$ cat src/rtl/mem_port_arbiter.sv
// Round-robin arbiter sharing one data-memory port between instruction fetch (F)
// and load/store (L); read data is steered back to its issuer after MEM_LAT cycles.
module mem_port_arbiter #(
    parameter int AW      = 16,
    parameter int DW      = 16,
    parameter int MEM_LAT = 1
) (
    input  logic          i_clk,
    input  logic          i_rst_n,
    input  logic          i_halt,
    // fetch requester
    input  logic          i_f_req,
    input  logic [AW-1:0] i_f_addr,
    output logic          o_f_gnt,
    output logic          o_f_rvalid,
    output logic [DW-1:0] o_f_rdata,
    // load/store requester
    input  logic          i_l_req,
    input  logic          i_l_we,
    input  logic [AW-1:0] i_l_addr,
    input  logic [DW-1:0] i_l_wdata,
    output logic          o_l_gnt,
    output logic          o_l_rvalid,
    output logic [DW-1:0] o_l_rdata,
    // memory port
    output logic          o_mem_en,
    output logic          o_mem_we,
    output logic [AW-1:0] o_mem_addr,
    output logic [DW-1:0] o_mem_wdata,
    input  logic [DW-1:0] i_mem_rdata,
    // status
    output logic          o_busy,
    output logic [15:0]   o_conflicts
);

    localparam logic OWN_F = 1'b0;
    localparam logic OWN_L = 1'b1;

    logic               r_last_own;
    logic [MEM_LAT-1:0] r_pipe_vld;
    logic [MEM_LAT-1:0] r_pipe_own;
    logic [15:0]        r_conflicts;

    logic               w_run;
    logic               w_both_req;
    logic               w_f_gnt;
    logic               w_l_gnt;
    logic               w_rd_issue;
    logic [MEM_LAT-1:0] w_vld_shift;
    logic [MEM_LAT-1:0] w_own_shift;
    logic               w_out_vld;
    logic               w_out_own;

    // Grants are held off during reset as well as halt so nothing can be strobed
    // into the memory while state is being cleared.
    assign w_run      = i_rst_n & ~i_halt;
    assign w_both_req = i_f_req & i_l_req;

    always_comb begin
        w_f_gnt = 1'b0;
        w_l_gnt = 1'b0;
        if (w_run) begin
            if (w_both_req) begin
                w_f_gnt = (r_last_own == OWN_L);
                w_l_gnt = (r_last_own == OWN_F);
            end else begin
                w_f_gnt = i_f_req;
                w_l_gnt = i_l_req;
            end
        end
    end

    assign o_f_gnt = w_f_gnt;
    assign o_l_gnt = w_l_gnt;

    assign w_rd_issue = w_f_gnt | (w_l_gnt & ~i_l_we);

    always_comb begin
        o_mem_en    = w_f_gnt | w_l_gnt;
        o_mem_we    = w_l_gnt & i_l_we;
        o_mem_addr  = '0;
        o_mem_wdata = '0;
        if (w_f_gnt) begin
            o_mem_addr = i_f_addr;
        end else if (w_l_gnt) begin
            o_mem_addr  = i_l_addr;
            o_mem_wdata = i_l_wdata;
        end
    end

    always_ff @(posedge i_clk or negedge i_rst_n) begin
        if (!i_rst_n) begin
            r_last_own <= OWN_L;
        end else if (w_f_gnt) begin
            r_last_own <= OWN_F;
        end else if (w_l_gnt) begin
            r_last_own <= OWN_L;
        end
    end

    // Response pipeline: stage 0 captures the issuing grant, the last stage
    // lines up with mem_rdata. Writes enter as bubbles.
    genvar gi;
    generate
        for (gi = 0; gi < MEM_LAT; gi++) begin : g_pipe
            if (gi == 0) begin : g_head
                assign w_vld_shift[gi] = w_rd_issue;
                assign w_own_shift[gi] = w_l_gnt;
            end else begin : g_tail
                assign w_vld_shift[gi] = r_pipe_vld[gi-1];
                assign w_own_shift[gi] = r_pipe_own[gi-1];
            end
        end
    endgenerate

    always_ff @(posedge i_clk or negedge i_rst_n) begin
        if (!i_rst_n) begin
            r_pipe_vld <= '0;
            r_pipe_own <= '0;
        end else begin
            r_pipe_vld <= w_vld_shift;
            r_pipe_own <= w_own_shift;
        end
    end

    assign w_out_vld = r_pipe_vld[MEM_LAT-1];
    assign w_out_own = r_pipe_own[MEM_LAT-1];

    assign o_f_rvalid = w_out_vld & (w_out_own == OWN_F);
    assign o_l_rvalid = w_out_vld & (w_out_own == OWN_L);
    assign o_f_rdata  = o_f_rvalid ? i_mem_rdata : '0;
    assign o_l_rdata  = o_l_rvalid ? i_mem_rdata : '0;
    assign o_busy     = |r_pipe_vld;

    // Counts contention even when the loser is about to be served next cycle.
    always_ff @(posedge i_clk or negedge i_rst_n) begin
        if (!i_rst_n) begin
            r_conflicts <= '0;
        end else if (w_both_req && !i_halt && (r_conflicts != 16'hFFFF)) begin
            r_conflicts <= r_conflicts + 16'd1;
        end
    end

    assign o_conflicts = r_conflicts;

endmodule

$ cat config.mk
export PLATFORM = sky130hd
export DESIGN_NAME = mem_port_arbiter
export DESIGN_NICKNAME = d
export VERILOG_FILES = /design/src/rtl/mem_port_arbiter.sv
export SDC_FILE = /design/constraint.sdc
export NUM_CORES = 1
export LEC_CHECK = 0
export ABC_AREA = 1
export ABC_CLOCK_PERIOD_IN_PS = 2800
export BUFFER_PORTS_ARGS = -buffer_cell sky130_fd_sc_hd__buf_2
export CAP_MARGIN = 10
export CORE_MARGIN = 1
export CORE_UTILIZATION = 40
export CTS_BUF_LIST = sky130_fd_sc_hd__clkbuf_8
export DETAILED_ROUTE_END_ITERATION = 12
export PLACE_DENSITY = 0.91
export SLEW_MARGIN = 20
export SYNTH_ARGS = -nofsm -noshare
export SYNTH_HDL_FRONTEND = slang
export SYNTH_SLANG_ARGS = --single-unit
$ cat constraint.sdc
create_clock -name i_clk -period 2.8 [get_ports i_clk]
set_clock_uncertainty 0.15 [all_clocks]
set_input_delay 0.56 -clock i_clk [delete_from_list [all_inputs] [get_ports i_clk]]
set_output_delay 0.56 -clock i_clk [all_outputs]
set_load 0.005 [all_outputs]
* Word-level counts from Yosys, hierarchy flattened
Index checks and enable logic that the tools add are counted.
Word-level totals: output and inout port bits 87, bits in writable memories 0, memory bits (read-only) 0, bits of input ports 70, flip-flop bits (word level) 19, logic and storage cells 34, bits in latches 0, memories kept 0
Operators by class: magnitude comparators 0, div/mod/pow operators 0, shift operators 0, $add $sub $neg 1, equal/unequal tests 1, reduce and logical (&&, ||, !) cells 4, bitwise operators 12, muxes and demuxes 12, $mul 0
Operator list (number):
- 16-bit 2-to-1 mux | 6
- 16-bit by 1-bit adder with 16-bit output, second input constant | 1
- 16-bit != test, second input constant | 1
- 1-bit AND | 6
- 1-bit 2-to-1 mux | 6
- 1-bit inverter | 4
- 1-bit logical AND | 2
- 1-bit bitwise OR | 2
- 2-bit nonzero test | 1
- 1-bit zero test | 1

* Depth between registers and ports, before layout
Gate-level depths: netlist (run 1).
word-level depth 5, depth in mapped cells 10, depth with buffers taken out 9

* Worst setup path after synthesis (run 1)
No wires, ideal clock.
path type in2out, from input port i_rst_n, to output port o_mem_addr[10], data arrival time 1.223 ns, stages on the path 7, path slack 0.867 ns, required time 2.090 ns, path buffers 1, path through inv_1 nor2_2 o211ai_2 inv_2 buf_2 nand2_1 nand2_1
Between the ends: elaborated cells on any way between the ends 5, classes of those cells mux: 4; bitwise: 1
RTL lines:
- start: declaration | line 9 | input logic i_rst_n,
- 1-bit AND | line 56 | assign w_run = i_rst_n & ~i_halt;
- 1-bit 2-to-1 mux | line 62 | if (w_run) begin
- via o_f_gnt | line 14 | output logic o_f_gnt,
- 16-bit 2-to-1 mux | line 83 | if (w_f_gnt) begin
- end: declaration | line 28 | output logic [AW-1:0] o_mem_addr,
The timed path passes the listed nets, and every way through them passes these cells.

* Worst setup path after layout (run 1)
from input port i_halt, to output port o_mem_addr[8]
Between the ends: word-level cells in the longest chain between the ends 5, elaborated cells on any way between the ends 6, classes of those cells mux: 4; bitwise: 2
RTL lines:
- start: declaration | line 10 | input logic i_halt,
- 1-bit inverter * | line 56
- 1-bit AND * | line 56
- 1-bit 2-to-1 mux | line 62
- 16-bit 2-to-1 mux | line 85 | end else if (w_l_gnt) begin
- 16-bit 2-to-1 mux * | line 83
Mark *: on every way between the ends. The rest lies on a longest branch, timed or not.

==> reports/qor.csv, run 1 <==
metric;value;unit
Slew headroom;0.638;
Commonest cells post-synth;nand2_1 (106), nor2_1 (65), inv_1 (54);
top-count cell post-synth;nand2_1;
# H-tree levels;1;
Post-DRT Antenna Nets;0;
Crit. End Element;output port;
Sw Ratio;0.337;
RD Place Congestion;0.829;
number of synthesized register bits;19;
Layout area overhead;50.5;%
worst path bufs/invs;3;
Netlist cell types;24;
largest net degree at the start of global routing;22;
FFs w/ async S/R, synth;1.00;
Min Clock Period, post-route;2170;ps
dpl ws;634;ps
unrepaired setup endpoints after global routing;no;
final hold vios;0;
cells taking the most area after synthesis;dfrtp_1 (26%), nand2_1 (23%), nor2_1 (14%), inv_1 (12%), nand4_1 (3.7%);
Yosys top cell by area;dfrtp_1;
startpoint types;input port;
Setup TNS Final;0;ps
clk slew on worst S/H paths;80;ps
DRT Pass-1 Iters;4;
internal power;522;µW
max-cap violation count;0;
met3 GRT Util;0.0338;
Avg Cell Area, Syn;5.64;µm²
final global-route overflow total;0;
Die Width;67.4;µm
met2 Use GR;0.385;
fraction of power consumed by sequential logic;0.437;
Peak Freq;461;MHz
First DRT Iteration DRCs;100;
combinational fraction of design power;0.318;
Hold WS;123;ps
Sinks on Clock Net;19;
power per cell area;306;mW/mm²
clock power share;0.245;
post-route clock period utilization;0.775;
max-slew violation count;0;
R2R cell count;8;
mapped cell area;0.00171;mm²
Max VDD drop;0.000231;V
TritonCTS clock tree;done;
placement row count;23;
All-Layer GR Usage;0.211;
Required @ worst endpoint;2090;ps
Worst Path Max Fanout;18;
crit-path cells;buf_2 > nor2_2 > nand3_1 > inv_2 > nand2_1 > nand2_1 > buf_2;
synthesized net count;374;
Root Buffer;clkbuf_8;
Syn. warnings;0;
outcome;finished, final reports clean;
die area;0.00454;mm²
placed inst area;0.00253;mm²
final worst-path setup slack;631;ps
Synth Flop Type;dfrtp_1;
io pins;157;
critical path depth;7;
post-route cell area;0.00257;mm²
leakage power figure;0.00176;µW
layout cells sized above 1;0.406;
GRT Max-Usage Layer;met2;
effective utilization at floorplan;0.422;
first-pass GRT wire length;7.33;mm
via/cell ratio;4.54;
Die Y;67.4;µm
drt total wl;5.14;mm
vias in the first global route;1763;
Sw Pwr;265;µW
post-synth top area share;0.263;
diode count;0;
crit path max-delay cell type;inv_2;
Finished Core Util;0.634;
antenna violations before repair;0;
Critical Path AT;1460;ps
Vias;2305;
Post-CTS Setup Bufs;0;
CP max stage delay;230;ps
CTS Hold Bufs;0;
Final nets;530;
core footprint;0.00406;mm²
Inserted Clock Buffers;3;
IO buf count;156;
# fillers;372;
Post-CTS Resized;0;
Worst-Margin Slew;541;ps
HPWL Detailed;4.23;mm
Clock Latency Late Sink;260;ps
cell count after synthesis;303;
Worst Hold Class;in2async;
sequential element share of the synthesized area;0.279;
met1 Use GR;0.250;
Crit Path Class;in2out;
Setup violations, final;0;
drt drc;0;
cell family with most CP delay;buffers and inverters;
Post-synth EDFFs;0;
clk buf depth;2;
drt wl/cell;10.1;µm
## per-stage QoR
| stage | cells | total power [µW] |
|---|---|---|
| finish | 508 | 787 |
| floorplan | 303 | 465 |
| detailed placement | 504 | 600 |
| CTS | 508 | 794 |
| global placement | 504 | 591 |
| global route | 508 | 840 |
## layout by cell type, fill, tap and decap left out
cell      synthesis  routed
xnor2_1           1       1
inv_1            54      54
nor2_2            3       3
ha_1              1       1
dfrtp_1          18      18
clkbuf_8          0       3
nand2_4           1       1
a21oi_1           1       1
inv_2             3       3
o21ai_0           4       4
nand3b_1          2       2
buf_2             3     156
nand3_1          10      10
o21ai_2           1       1
nand4_1          10      10
nor2_4            5       5
nand2_1         106     106
buf_4             1       2
nor2_1           65      65
dfstp_2           1       1
clkinv_2          1       2
o211ai_2          1       1
nand2_2           8       8
## power by group through the flow
stage | clock network (µW) | registers (µW) | logic, µW
after floorplan | 0 | 346 | 119
after global placement | 0 | 348 | 243
after detailed placement | 0 | 349 | 250
after CTS | 197 | 344 | 253
after global routing | 207 | 350 | 283
final | 193 | 344 | 250
## metal layers
metal,vias up,wire (µm)
met5,-,0
met4,0,43
met3,5,309
met2,93,2690
met1,1009,2100
li1,1198,-
## registers in the layout (all words and copies together), names as in the netlist
register	cells
o_busy	1
r_pipe_own	1
o_conflicts	16
r_last_own	1
## worst paths after layout
kind,slack [ps],from,end
worst min-delay path,120,i_rst_n,o_conflicts[0]$_DFFE_PN0P_
max in group asynchronous,2120,i_rst_n,r_last_own$_DFFE_PN1P_
min in group i_clk,360,r_last_own$_DFFE_PN1P_,r_last_own$_DFFE_PN1P_
worst min register to register,360,r_last_own$_DFFE_PN1P_,r_last_own$_DFFE_PN1P_
worst max-delay path,630,i_halt,o_mem_addr[8]
worst max register to register,1040,o_conflicts[0]$_DFFE_PN0P_,o_conflicts[7]$_DFFE_PN0P_
## area by class of cell
cell class	instances	area, µm²	area share
clock buffers	3	41.3	0.0160
clock inverters	1	5.00	0.00194
inverters	58	219	0.0851
multi-input cells	219	973	0.378
flip-flops and latches	19	477	0.185
well taps	50	62.6	0.0243
repair buffers	158	796	0.309
## kinds of logic after synthesis
family / Yosys count / share of synthesized area
flip-flops: 19 / 0.279
XOR/XNOR: 1 / 0.00512
buffers and inverters: 65 / 0.152
adder cells (fa/ha/maj): 1 / 0.00731
AO/OA/AOI/OAI: 7 / 0.0271
AND/OR/NAND/NOR: 210 / 0.530
Power figures use the tool's default switching activity.
==> run 2, diff against run 1 <==
--- a/config.mk
+++ b/config.mk
@@ -6,14 +6,14 @@
 export NUM_CORES = 1
 export LEC_CHECK = 0
 export ABC_AREA = 1
-export ABC_CLOCK_PERIOD_IN_PS = 2800
+export ABC_CLOCK_PERIOD_IN_PS = 2250
 export BUFFER_PORTS_ARGS = -buffer_cell sky130_fd_sc_hd__buf_2
 export CAP_MARGIN = 10
 export CORE_MARGIN = 1
-export CORE_UTILIZATION = 40
+export CORE_UTILIZATION = 39
 export CTS_BUF_LIST = sky130_fd_sc_hd__clkbuf_8
 export DETAILED_ROUTE_END_ITERATION = 12
-export PLACE_DENSITY = 0.91
+export PLACE_DENSITY = 0.89
 export SLEW_MARGIN = 20
 export SYNTH_ARGS = -nofsm -noshare
 export SYNTH_HDL_FRONTEND = slang
==> constraint.sdc (replaced) <==
create_clock -name i_clk -period 2.25 [get_ports i_clk]
set_clock_uncertainty 0.15 [all_clocks]
set_input_delay 0.45 -clock i_clk [delete_from_list [all_inputs] [get_ports i_clk]]
set_output_delay 0.45 -clock i_clk [all_outputs]
set_load 0.005 [all_outputs]
==> reports/qor.csv, run 2 (same netlist as run 1, synthesis figures left out) <==
metric;value;unit
outcome;finished, final reports clean;
post-route clock period utilization;0.912;
Required @ worst endpoint;1650;ps
Clock Latency Late Sink;260;ps
vias in the first global route;1720;
DRT Pass-1 Iters;4;
effective utilization at floorplan;0.416;
met3 GRT Util;0.0367;
GRT Max-Usage Layer;met2;
Sw Pwr;326;µW
Sw Ratio;0.334;
Worst Path Max Fanout;17;
Peak Freq;487;MHz
First DRT Iteration DRCs;157;
Worst Hold Class;in2async;
Post-DRT Antenna Nets;0;
HPWL Detailed;4.16;mm
Sinks on Clock Net;19;
io pins;157;
placed inst area;0.00253;mm²
# fillers;371;
Min Clock Period, post-route;2050;ps
first-pass GRT wire length;7.34;mm
placement row count;23;
layout cells sized above 1;0.406;
clk slew on worst S/H paths;80;ps
Max VDD drop;0.000234;V
Post-CTS Setup Bufs;0;
core footprint;0.00412;mm²
Layout area overhead;50.5;%
clk buf depth;2;
Die Y;68.2;µm
Setup TNS Final;0;ps
most common cell after layout, fill and taps aside;buf_2;
Vias;2304;
IO buf count;156;
Crit Path Class;reg2out;
Die Width;68.2;µm
power per cell area;379;mW/mm²
Post-CTS Resized;0;
launch point of the critical path;r_last_own$_DFFE_PN1P_;
Critical R2R Launch;o_conflicts[0]$_DFFE_PN0P_;
leakage power figure;0.00176;µW
final hold vios;0;
post-route cell area;0.00257;mm²
combinational fraction of design power;0.316;
RD Place Congestion;0.820;
# H-tree levels;1;
Hold WS;5.17;ps
Final nets;530;
largest net degree at the start of global routing;22;
max-cap violation count;0;
most frequent cells in the layout;buf_2 (156), nand2_1 (106), nor2_1 (65);
drt total wl;5.05;mm
final global-route overflow total;0;
startpoint types;flop;
diode count;0;
met1 Use GR;0.247;
Crit. End Element;output port;
Setup violations, final;0;
Inserted Clock Buffers;3;
Tot Pwr;976;µW
TritonCTS clock tree;done;
drt wl/cell;9.94;µm
internal power;650;µW
Slew headroom;0.656;
minimum setup slack among reg-to-reg paths;470;ps
max-slew violation count;0;
Critical Path AT;1450;ps
drt drc;0;
CTS Hold Bufs;0;
Worst-Margin Slew;515;ps
All-Layer GR Usage;0.207;
unrepaired setup endpoints after global routing;no;
fraction of power consumed by sequential logic;0.439;
via/cell ratio;4.54;
antenna violations before repair;0;
Root Buffer;clkbuf_8;
clock power share;0.245;
die area;0.00465;mm²
max FFs per register;16;
met2 Use GR;0.369;
-- run 2: metrics by stage --
stage                     setup WS [ps]  cells  utilization
final                               197    508        0.625
after global routing               54.8    508        0.625
after CTS                           189    508        0.625
after detailed placement            308    504        0.614
after global placement              332    504        0.614
after floorplan                     537    303            -
-- run 2: worst max-delay path, stage by stage (launching register included) --
cell,delay (ps)
dfstp_2,560
o211ai_2,130
inv_2,230
nand2_1,80
nand2_1,70
buf_2,120
-- run 2: layout make-up --
type / count / area (µm²) / area share
multi-input combinational: 219 / 973 / 0.378
sequential: 19 / 477 / 0.185
inverter: 58 / 219 / 0.0851
clock buffer: 3 / 41.3 / 0.0160
tap: 50 / 62.6 / 0.0243
timing repair buffer: 158 / 796 / 0.309
clock inverter: 1 / 5.00 / 0.00194
-- run 2: power by group through the flow --
stage               registers (µW)  logic, µW  clock network [µW]
floorplan                      430        149                   0
global placement               432        303                   0
detailed placement             434        310                   0
CTS                            427        312                 247
global route                   434        349                 261
finish                         428        308                 239
-- run 2: layer usage --
layer	part of all wire	up-vias
li1	-	1206
met1	0.40	1004
met2	0.53	89
met3	0.054	5
met4	0.010	0
met5	0	-
-- run 2: path summary, 6_finish.rpt --
| kind | cells after the start | to |
|---|---|---|
| worst max-delay path | 5 | o_mem_addr[13] |
| worst min-delay path | 2 | o_conflicts[1]$_DFFE_PN0P_ |
| worst max register to register | 8 | o_conflicts[7]$_DFFE_PN0P_ |
| worst min register to register | 2 | r_last_own$_DFFE_PN1P_ |
| max in group asynchronous | 2 | r_last_own$_DFFE_PN1P_ |
| min in group i_clk | 2 | o_busy$_DFF_PN0_ |
